`config.mk`:
```
export PLATFORM = sky130hd
export DESIGN_NAME = barcode_rx
export DESIGN_NICKNAME = d
export VERILOG_FILES = /design/src/rtl/barcode_rx.sv
export SDC_FILE = /design/constraint.sdc
export NUM_CORES = 1
export LEC_CHECK = 0
export BUFFER_PORTS_ARGS = -buffer_cell sky130_fd_sc_hd__buf_2
export CAP_MARGIN = 20
export CORE_ASPECT_RATIO = 0.9
export CORE_MARGIN = 8
export CORE_UTILIZATION = 40
export CTS_CLUSTER_SIZE = 25
export DETAILED_ROUTE_END_ITERATION = 12
export GPL_TIMING_DRIVEN = 1
export SYNTH_ARGS = -nofsm -noshare
export SYNTH_HDL_FRONTEND = slang
export SYNTH_SLANG_ARGS = --single-unit
```
`constraint.sdc`:
```
create_clock -name CLK -period 3.7 [get_ports CLK]
set_input_delay 0.185 -clock CLK [delete_from_list [all_inputs] [get_ports CLK]]
set_output_delay 0.185 -clock CLK [all_outputs]
set_load 0.02 [all_outputs]
```
`src/rtl/barcode_rx.sv`:
```
// barcode_rx: pulse-width decoder for the IR barcode link; narrow pulse = 0, wide pulse = 1, MSB first.
// Define BARCODE_RX_PARITY_EN for 9-pulse frames with a trailing even-parity pulse.
module barcode_rx #(
    parameter int TICK_DIV  = 16,
    parameter int PULSE_MIN = 2,
    parameter int SHORT_MAX = 12,
    parameter int PULSE_MAX = 40,
    parameter int GAP_MAX   = 64
) (
    input  logic       CLK,
    input  logic       RST,
    input  logic       RXIN,
    output logic [7:0] DATA,
    output logic       VALID,
    input  logic       READY,
    output logic       ERR,
    output logic [1:0] ERRCODE,
    output logic       OVERRUN,
    output logic       BUSY
);
    localparam int PW = (TICK_DIV > 1) ? $clog2(TICK_DIV) : 1;
    localparam logic [7:0] MIN_LIM   = 8'(PULSE_MIN);
    localparam logic [7:0] SHORT_LIM = 8'(SHORT_MAX);
    localparam logic [7:0] MAX_LIM   = 8'(PULSE_MAX);
    localparam logic [7:0] GAP_LIM   = 8'(GAP_MAX);
`ifdef BARCODE_RX_PARITY_EN
    localparam logic [3:0] FRAME_LEN = 4'd9;
    localparam int SHIFT_W = 8;
`else
    localparam logic [3:0] FRAME_LEN = 4'd8;
    localparam int SHIFT_W = 7;
`endif

    typedef enum logic [1:0] {S_IDLE, S_HIGH, S_LOW, S_WAIT_LOW} state_t;

    logic               rxMeta_q, rxSync_q;
    logic [PW-1:0]      presc_q;
    logic               tick;
    state_t             state_q;
    logic [7:0]         count_q;
    logic [3:0]         bitCnt_q;
    logic [SHIFT_W-1:0] shift_q;
    logic [7:0]         data_q;
    logic               valid_q, err_q, overrun_q, busy_q;
    logic [1:0]         errCode_q;

    logic [7:0]         countInc_d;
    logic               newBit_d, lastBit_d, pulseEnd_d, emit_d, handshake;
    logic [7:0]         emitData_d;
`ifdef BARCODE_RX_PARITY_EN
    logic               parityBad_d;
`endif

    assign tick      = (presc_q == PW'(TICK_DIV - 1));
    assign handshake = valid_q && READY;

    always_ff @(posedge CLK) begin
        if (RST) begin
            rxMeta_q <= 1'b0;
            rxSync_q <= 1'b0;
            presc_q  <= '0;
        end else begin
            rxMeta_q <= RXIN;
            rxSync_q <= rxMeta_q;
            presc_q  <= tick ? '0 : presc_q + PW'(1);
        end
    end

    // A pulse ends on the first low tick in HIGH; the frame's last pulse produces the byte.
    always_comb begin
        countInc_d = (count_q == 8'hFF) ? count_q : count_q + 8'd1;
        newBit_d   = (count_q > SHORT_LIM);
        lastBit_d  = (bitCnt_q == FRAME_LEN - 4'd1);
        pulseEnd_d = tick && (state_q == S_HIGH) && !rxSync_q && (count_q >= MIN_LIM);
`ifdef BARCODE_RX_PARITY_EN
        parityBad_d = (^shift_q) ^ newBit_d;
        emitData_d  = shift_q;
        emit_d      = pulseEnd_d && lastBit_d && !parityBad_d;
`else
        emitData_d  = {shift_q, newBit_d};
        emit_d      = pulseEnd_d && lastBit_d;
`endif
    end

    always_ff @(posedge CLK) begin
        if (RST) begin
            state_q   <= S_IDLE;
            count_q   <= '0;
            bitCnt_q  <= '0;
            shift_q   <= '0;
            data_q    <= '0;
            valid_q   <= 1'b0;
            err_q     <= 1'b0;
            errCode_q <= 2'b00;
            overrun_q <= 1'b0;
            busy_q    <= 1'b0;
        end else begin
            err_q     <= 1'b0;
            overrun_q <= 1'b0;

            // A same-cycle handshake frees the buffer, so the new byte still loads.
            if (emit_d) begin
                if (!valid_q || handshake) begin
                    data_q  <= emitData_d;
                    valid_q <= 1'b1;
                end else begin
                    overrun_q <= 1'b1;
                end
            end else if (handshake) begin
                valid_q <= 1'b0;
            end

            if (tick) begin
                case (state_q)
                    S_IDLE: begin
                        bitCnt_q <= '0;
                        if (rxSync_q) begin
                            state_q <= S_HIGH;
                            count_q <= 8'd1;
                            busy_q  <= 1'b1;
                        end
                    end
                    S_HIGH: begin
                        if (rxSync_q) begin
                            count_q <= countInc_d;
                            if (countInc_d > MAX_LIM) begin
                                err_q     <= 1'b1;
                                errCode_q <= 2'b10;
                                state_q   <= S_WAIT_LOW;
                                busy_q    <= 1'b0;
                            end
                        end else if (count_q < MIN_LIM) begin
                            err_q     <= 1'b1;
                            errCode_q <= 2'b01;
                            state_q   <= S_IDLE;
                            bitCnt_q  <= '0;
                            busy_q    <= 1'b0;
                        end else if (lastBit_d) begin
`ifdef BARCODE_RX_PARITY_EN
                            if (parityBad_d) begin
                                err_q     <= 1'b1;
                                errCode_q <= 2'b00;
                            end
`endif
                            state_q  <= S_IDLE;
                            bitCnt_q <= '0;
                            busy_q   <= 1'b0;
                        end else begin
                            shift_q  <= {shift_q[SHIFT_W-2:0], newBit_d};
                            bitCnt_q <= bitCnt_q + 4'd1;
                            state_q  <= S_LOW;
                            count_q  <= 8'd1;
                        end
                    end
                    S_LOW: begin
                        if (rxSync_q) begin
                            state_q <= S_HIGH;
                            count_q <= 8'd1;
                        end else begin
                            count_q <= countInc_d;
                            if (countInc_d >= GAP_LIM) begin
                                err_q     <= 1'b1;
                                errCode_q <= 2'b11;
                                state_q   <= S_IDLE;
                                bitCnt_q  <= '0;
                                busy_q    <= 1'b0;
                            end
                        end
                    end
                    S_WAIT_LOW: begin
                        bitCnt_q <= '0;
                        if (!rxSync_q) state_q <= S_IDLE;
                    end
                    default: state_q <= S_IDLE;
                endcase
            end
        end
    end

    assign DATA    = data_q;
    assign VALID   = valid_q;
    assign ERR     = err_q;
    assign ERRCODE = errCode_q;
    assign OVERRUN = overrun_q;
    assign BUSY    = busy_q;
endmodule

```
# [Yosys cells after proc, flatten, opt, wreduce, memory -nomap -nowiden]
# Index checks and enable logic that the tools add are counted.
[totals] reg_bits=41 latchBits=0 mem_bits_rw=0 mem_bits_ro=0 out_inout_bits=14 memories=0
[classes] addsub=3 mul=0 div_mod_pow=0 magnitude_cmp=5 eq_ne=18 shift=0 muxes=46 bitwise_logic=5 n_reduce_logical=24
[ops] operator="$mux W8" n=6
[ops] operator="$mux W2" n=13
[ops] operator="$pmux W8 S3" n=1
[ops] operator="$mux W4" n=5
[ops] operator="$mux W1" n=16
[ops] operator="$reduce_and A5 Y1" n=3
[ops] operator="$pmux W4 S3" n=1
[ops] operator="$ne A2 B2 Y1 const B" n=5
[ops] operator="$ne A3 B3 Y1 const B" n=3
[ops] operator="$add A4 B1 Y4 const B" n=2
[ops] operator="$add A8 B1 Y8 const B" n=1
[ops] operator="$eq A8 B8 Y1 const B" n=1
[ops] operator="$ge A8 B2 Y1 const B" n=1
[ops] operator="$ge A8 B7 Y1 const B" n=1
[ops] operator="$gt A8 B4 Y1 const B" n=1
[ops] operator="$gt A8 B6 Y1 const B" n=1
[ops] operator="$lt A8 B2 Y1 const B" n=1
[ops] operator="$pmux W2 S4" n=1
[ops] operator="$reduce_or A2 Y1" n=4
[ops] operator="$reduce_and A7 Y1" n=1
[ops] operator="$ne A3 B2 Y1 const B" n=2
[ops] operator="$reduce_and A6 Y1" n=1
[ops] operator="$logic_and A1 B1 Y1" n=5
[ops] operator="$not A1 Y1" n=5
[ops] operator="16 further kinds" n=20

# [Longest topological paths before layout]
# Gate-level depths: netlist (run 1).
[logic_depth] ltp_word=7 ltp_mapped=9 ltp_nobuf=8

# [Worst setup path before layout (run 1)]
# No wires, ideal clock.
[synth_timing] path_type="register to register" startpoint="register count_q[0]" endpoint="register errCode_q[0], in the netlist ERRCODE[0]" arrival_ps=2047 required_ps=3585 slack_ps=1539 path_stages_with_launch=9 path_cell_list="dfxtp_1 > ha_1 > and3_1 > buf_2 > a211o_1 > a211o_1 > a31o_2 > and2_1 > o21a_1"
[synth_between] elab_chain_cells=5
[synth_lines] item="start: declaration" line_no="40" source="logic [7:0] count_q;"
[synth_lines] item="start signal: assignment" line_no="125" source="count_q <= countInc_d;"
[synth_lines] item="start signal: assignment" line_no="160" source="count_q <= countInc_d;"
[synth_lines] item="$add A8 B1 Y8 / $eq A8 B8 Y1 (equally long branches)" line_no="71" source="countInc_d = (count_q == 8'hFF) ? count_q : count_q + 8'd1;"
[synth_lines] item="$mux W8" line_no="71"
[synth_lines] item="$gt A8 B6 Y1 / $ge A8 B7 Y1 (equally long branches)" line_no="126, 161"
[synth_lines] item="$ne A3 B2 Y1 (no source line) / $ne A2 B2 Y1 (equally long branches)"
[synth_lines] item="$reduce_and A6 Y1 (no source line) *"
[synth_lines] item="end signal: assignment" line_no="94" source="errCode_q <= 2'b00;"
[synth_lines] item="end signal: assignment" line_no="128" source="errCode_q <= 2'b10;"
[synth_lines] item="end signal: assignment" line_no="134" source="errCode_q <= 2'b01;"
[synth_lines] item="end: declaration" line_no="45" source="logic [1:0] errCode_q;"
# Every way passes the cells marked *; elsewhere a longest branch is shown, timed or not.
# A chain may end at the register's enable or synchronous reset.

# [Worst setup path after layout (run 1)]
[layout_timing] startpoint="register count_q[0]" endpoint="register bitCnt_q[1]"
[layout_between] elab_chain_cells=5
[layout_lines] item="$add A8 B1 Y8 / $eq A8 B8 Y1 (equally long branches)" line_no="71"
[layout_lines] item="$mux W8" line_no="71"
[layout_lines] item="$ge A8 B7 Y1" line_no="161" source="if (countInc_d >= GAP_LIM) begin"
[layout_lines] item="$ne A2 B2 Y1 (no source line)"
[layout_lines] item="$reduce_and A4 Y1 (no source line)"
[layout_lines] item="end signal: assignment" line_no="150" source="bitCnt_q <= bitCnt_q + 4'd1;"
[layout_lines] item="end: declaration" line_no="41" source="logic [3:0] bitCnt_q;"
# Parallel ways exist; a longest one is shown, timed or not. The select of a mux whose other input is x is not followed.

==> results of run 1 <==
-- per-layer routing --
| layer | share of wire | GRT usage | vias to the layer above |
|---|---|---|---|
| met5 | 0 | 0 | - |
| met4 | 0.0053 | 0.0360 | 0 |
| met3 | 0.050 | 0.0314 | 2 |
| met2 | 0.44 | 0.179 | 40 |
| met1 | 0.51 | 0.171 | 831 |
| li1 | - | - | 926 |
-- worst reg2reg max path, cell delays in order, from the launching register on --
cell and delay, ns:
dfxtp_1 0.48, ha_1 0.30, and3_1 0.39, a311oi_1 0.23, o21a_1 0.26, o22a_2 0.27
or4b_1 0.51, a21oi_1 0.14
-- layout make-up --
class | instances | share of cell area
tap | 67 | 0.0350
clock buffer | 5 | 0.0287
sequential | 41 | 0.342
multi-input combinational | 182 | 0.510
clock inverter | 3 | 0.0287
timing repair buffer | 18 | 0.0386
inverter | 11 | 0.0172
-- registers in the layout (all words and copies together) (netlist names) --
register and flops:
DATA 8, count_q 8, shift_q 7, bitCnt_q 4
presc_q 4, ERRCODE 2, state_q 2, BUSY 1
ERR 1, OVERRUN 1, VALID 1, rxMeta_q 1
rxSync_q 1
-- logic make-up after synthesis --
| group | count (synthesis) | share of synthesized area |
|---|---|---|
| AO/OA/AOI/OAI | 70 | 0.218 |
| adder cells (fa/ha/maj) | 10 | 0.0573 |
| XOR/XNOR | 3 | 0.0155 |
| multiplexers | 13 | 0.0596 |
| flip-flops | 41 | 0.376 |
| AND/OR/NAND/NOR | 86 | 0.210 |
| buffers and inverters | 28 | 0.0647 |
-- report_power, final --
group	internal, uW	total, uW	switching, uW
logic	6.14	16.5	10.3
clock network	272	438	166
registers	445	450	5.03
total	722	904	181
-- path summary, 6_finish.rpt --
| kind | from | end | slack (ns) |
|---|---|---|---|
| max | count_q[0]$_SDFFE_PP0P_ | bitCnt_q[1]$_SDFFE_PP0P_ | 1.06 |
| min | RXIN | rxMeta_q$_SDFF_PP0_ | 0.11 |
| max reg2reg | count_q[0]$_SDFFE_PP0P_ | bitCnt_q[1]$_SDFFE_PP0P_ | 1.06 |
| min reg2reg | rxMeta_q$_SDFF_PP0_ | rxSync_q$_SDFF_PP0_ | 0.46 |
-- cells in the final DEF (no fill, tap or decap), drive strengths merged, types with 3 or more instances in the layout --
cell / Yosys / final
a21oi: 22 / 22
nand2: 8 / 8
a211oi: 3 / 3
clkbuf: 9 / 5
and3: 5 / 5
o21a: 5 / 5
inv: 11 / 12
a211o: 5 / 5
nor3: 11 / 11
nor2b: 3 / 3
a311oi: 3 / 3
buf: 8 / 18
ha: 10 / 10
o21ai: 11 / 11
or4: 6 / 6
nand4: 3 / 3
o31ai: 3 / 3
dfxtp: 41 / 41
xnor2: 3 / 3
mux2i: 13 / 13
nand3: 6 / 6
nor2: 30 / 30
a31oi: 8 / 8
-- per-stage QoR --
stage                     utilization  total power [uW]  cell area, sq um  hold slack (ns)  instances
final                           0.456               904              2400            0.107        327
after global routing            0.456               936              2400            0.115        327
after CTS                       0.456               915              2400            0.105        327
after detailed placement        0.430               477              2260            0.416        319
after global placement          0.430               477              2260            0.411        319
after floorplan                     -               473              2180            0.313        251
==> results.toml, run 1 <==
[drt]
vias = 1799
remaining_drc_errors = 0
drtIter0Drc = 112
routed_via_density = 5.50
drt_wl_total_mm = 4.74
dr.pass1.iters = 4
detail-route-antenna-nets = 0
wl_per_cell_um = 14.5

[synth]
ys_ff_latch = 41
synth_ff_type = "dfxtp_1"
syn_avg_cell_area_sq_um = 8.70
synth_area_sq_um = 2180
ys_warn_count = 0
netlist_top_cells_count = "dfxtp_1 (41), nor2_1 (30), a21oi_1 (22), mux2i_1 (13), inv_1 (11)"
synth_most_common_cell = "dfxtp_1"
syn-num-nets = 265
async_reset_ff_frac = 0
synth_area_leaders = "dfxtp_1 (38%), mux2i_1 (6.0%), ha_1 (5.7%), nor2_1 (5.2%), a21oi_1 (5.0%)"
netlist_instances = 251
ys_types = 48
synth_edf_count = 0
ys_seq_area_frac = 0.376
synth_top_area_frac = 0.376
synth_top_area_cell = "dfxtp_1"

[sta]
fin_crit_sh = 0.713
maxSlewHeadroom = 0.477
layout_setup_ws_ns = 1.06
skew_ns = 0.00444
final_hold_viol_count = 0
slew_violations = 0
setup_viol = 0
period_minus_slack_ns = 2.64
tightest_slew_ns = 0.785
tns_ns = 0
rsz0062_at_grt = "no"
fmax_ghz = 0.379

[power]
ir_drop_v = 0.000300
power.leakage_uw = 0.000896
p_per_area_nw_per_um2 = 377

[clocking]
clockBufferDepth = 2
holdBufCountCts = 0
cts_tree = "built"
htree_levels = 2
post-cts-setup-buffers = 0
cts-root-buf = "clkbuf_8"
ctsResizeCount = 0
cts.clk_slew.worst_paths_ns = 0.08
clk_latency_ns = 0.29
clock-sinks = 41
cts_made_buffers = 5

[hold_path]
hold_path_class = "in2reg"
holdPathStages = 2

[floorplanning]
die_h_um = 86.1
initial_core_util = 0.416
ios = 18
core_sq_um = 5260
die_w_um = 93.9
die_area_sq_um = 8090
num_rows = 25

[critical_path]
reg2reg_depth = 7
crit_chain = "ha_1 -> and3_1 -> a311oi_1 -> o21a_1 -> o22a_2 -> or4b_1 -> a21oi_1"
crit_arrival_ns = 2.86
slowest_stage = "or4b_1"
crit_family = "simple AND/OR/NAND/NOR gates"
crit_type = "reg2reg"
slowest_delay_ns = 0.51
crit_path_start_kind = "register"
cp.depth = 7
worst-path-max-fanout = 11
path_buf_inv = 0
cp-end-kind = "register"
cp_data_required_time_ns = 3.92

[run]
maxCapViolations = 0

[global_route]
grt_pass1_vias = 1690
grt_max_degree = 43
grt_pass1_wl_mm = 8.20
antenna_found_initial = 0
overflow = 0
grtUsageTotal = 0.123

[finish]
drive_above_1_share = 0.146
register_area_sq_um = 821
areaGrowthSynthToFinish_pct = 9.79
final.fill_count = 530
diodes = 0
multi_input_area_sq_um = 1220
fin_nets = 273

[status]
outcome = "completed"

[placed_design]
place_hpwl_mm = 3.22
gp_congestion = 0.843
place_ws_ns = 1.11
io_buffers = 17
(Power assumes the default switching activity.)
==> inputs of run 2 (changes only) <==
ABC_AREA = 1   (was not set)
clock period = 2.2 ns   (was 3.7 ns; I/O delays follow)
==> results.toml, run 2 <==
[global_route]
grtUsageTotal = 0.123
grt_max_degree = 24
grt_pass1_wl_mm = 8.11
overflow = 0
grt_pass1_vias = 1754
antenna_found_initial = 0

[placed_design]
io_buffers = 17
place_hpwl_mm = 3.46
place_ws_ns = 0.259
dpl-instance-area_sq_um = 2430
gp_congestion = 0.854

[finish]
fin_util = 0.458
fin_nets = 336
areaGrowthSynthToFinish_pct = 13.0
final_common_cell = "nand2_1"
postLayoutCellArea_sq_um = 2550
drive_above_1_share = 0.192
diodes = 0
layout_common_cells = "nand2_1 (63), dfxtp_1 (41), inv_1 (40)"

[synth]
netlist_instances = 299
synth_area_leaders = "dfxtp_1 (36%), nand2_1 (10%), inv_1 (6.7%), a21oi_1 (6.0%), ha_1 (5.6%)"
ys_warn_count = 0
synth_ff_type = "dfxtp_1"
netlist_top_cells_count = "nand2_1 (63), dfxtp_1 (41), inv_1 (40), a21oi_1 (27), nor2_1 (24)"
synth_most_common_cell = "nand2_1"
ys_ff_latch = 41
syn-num-nets = 313
syn_avg_cell_area_sq_um = 7.54
synth_top_area_frac = 0.364
ys_types = 35
async_reset_ff_frac = 0
synth_edf_count = 0
synth_top_area_cell = "dfxtp_1"
ys_seq_area_frac = 0.364
synth_area_sq_um = 2250

[power]
p_sw_uw = 312
internal_power_uw = 1100
p_seq_frac = 0.533
p_per_area_nw_per_um2 = 555
power.leakage_uw = 0.00107
p_sw_frac = 0.221
clkPwrFrac = 0.441
ir_drop_v = 0.000312
p_comb_frac = 0.026

[sta]
final_hold_viol_count = 0
rsz0062_at_grt = "yes"
period_minus_slack_ns = 1.95
fmax_ghz = 0.512
timing.hold.ws_ns = 0.00670
tightest_slew_ns = 0.510
fin_crit_sh = 0.888
setup_viol = 0
slew_violations = 0
maxSlewHeadroom = 0.660
layout_setup_ws_ns = 0.247
skew_ns = 0.00453

[critical_path]
cp_data_required_time_ns = 2.38
cpMostUsedCell = "inv_1"
crit_path_start_kind = "register"
crit_arrival_ns = 2.13
slowest_stage = "nand3_1"
crit_chain = "inv_1 -> ha_1 -> inv_1 -> nor2_1 -> nand3_1 -> o21ai_0 -> a21oi_1"
worst-path-max-fanout = 14
cp-end-kind = "register"
slowest_delay_ns = 0.39
crit_type = "reg2reg"

[drt]
remaining_drc_errors = 0
detail-route-antenna-nets = 0
drtIter0Drc = 73
wl_per_cell_um = 11.8
dr.pass1.iters = 4
vias = 1860
routed_via_density = 4.73
drt_wl_total_mm = 4.64

[floorplanning]
die_area_sq_um = 8290
die_h_um = 87.2
ios = 18
die_w_um = 95.1
core_sq_um = 5560
num_rows = 26
initial_core_util = 0.405

[clocking]
htree_levels = 2
cts-root-buf = "clkbuf_8"
cts_made_buffers = 5
clk_latency_ns = 0.30
clockBufferDepth = 2
holdBufCountCts = 0
cts_tree = "built"
cts.clk_slew.worst_paths_ns = 0.08
clock-sinks = 41

[run]
maxCapViolations = 0

[status]
outcome = "completed"

[hold_path]
hold_path_class = "in2reg"
-- run 2: worst max-delay path, delay by kind of cell, from the launching register on --
family,cells,cell delay (ns)
AND/OR/NAND/NOR,2,0.69
flip-flops,1,0.35
adder cells (fa/ha/maj),1,0.22
buffers and inverters,2,0.23
AO/OA/AOI/OAI,2,0.34
-- run 2: routing by layer --
metal | global-route usage | routed length, um
met1 | 0.166 | 2490
met2 | 0.177 | 1900
met3 | 0.0431 | 192
met4 | 0.0425 | 55
met5 | 0 | 0
-- run 2: timing repair --
item / CTS / global route
setup buffers: 0 / 0
setup endpoints to repair: 0 / 1
endpoints found under the hold margin: 0 / 0
gates resized for setup: 0 / 0
-- run 2: cell type report --
cell class,count,area [sq um]
Sequential cell,41,821
Fill cell,561,3020
Inverter,43,161
Clock buffer,6,72.6
Clock inverter,2,38.8
Tap cell,70,87.6
Timing Repair Buffer,22,123
Multi-Input combinational cell,209,1240
-- run 2: cells by family after synthesis --
family,share of synthesized area
AOI/OAI and AO/OA,0.130
adders and majority gates,0.0555
and+or+nand+nor,0.339
xor gates and xnor gates,0.0272
DFF,0.364
buffers and inverters,0.0844
-- run 2: power groups by stage --
stage / sequential, uW / clock [uW] / combinational (uW)
after global routing: 754 / 673 / 44.8
after CTS: 753 / 638 / 37.3
after floorplan: 769 / 0 / 26.5
final: 753 / 623 / 36.7
after detailed placement: 770 / 0 / 37.0
after global placement: 770 / 0 / 37.0
-- run 2: final timing paths --
kind	slack [ns]	from	depth (start not counted)	endpoint
worst max-delay path	0.25	state_q[1]$_SDFFE_PP0P_	7	shift_q[4]$_SDFFE_PP0P_
worst min register to register	0.41	rxMeta_q$_SDFF_PP0_	2	rxSync_q$_SDFF_PP0_
worst max register to register	0.25	state_q[1]$_SDFFE_PP0P_	7	shift_q[4]$_SDFFE_PP0P_
worst min-delay path	0.007	RXIN	3	rxMeta_q$_SDFF_PP0_
-- run 2: through the flow --
step	setup TNS, ns	total power [uW]	cells
3_5_place_dp	0	807	385
6_report	0	1410	393
4_1_cts	0	1430	393
3_3_place_gp	0	807	385
2_1_floorplan	0	795	299
5_1_grt	-0.0255	1470	393
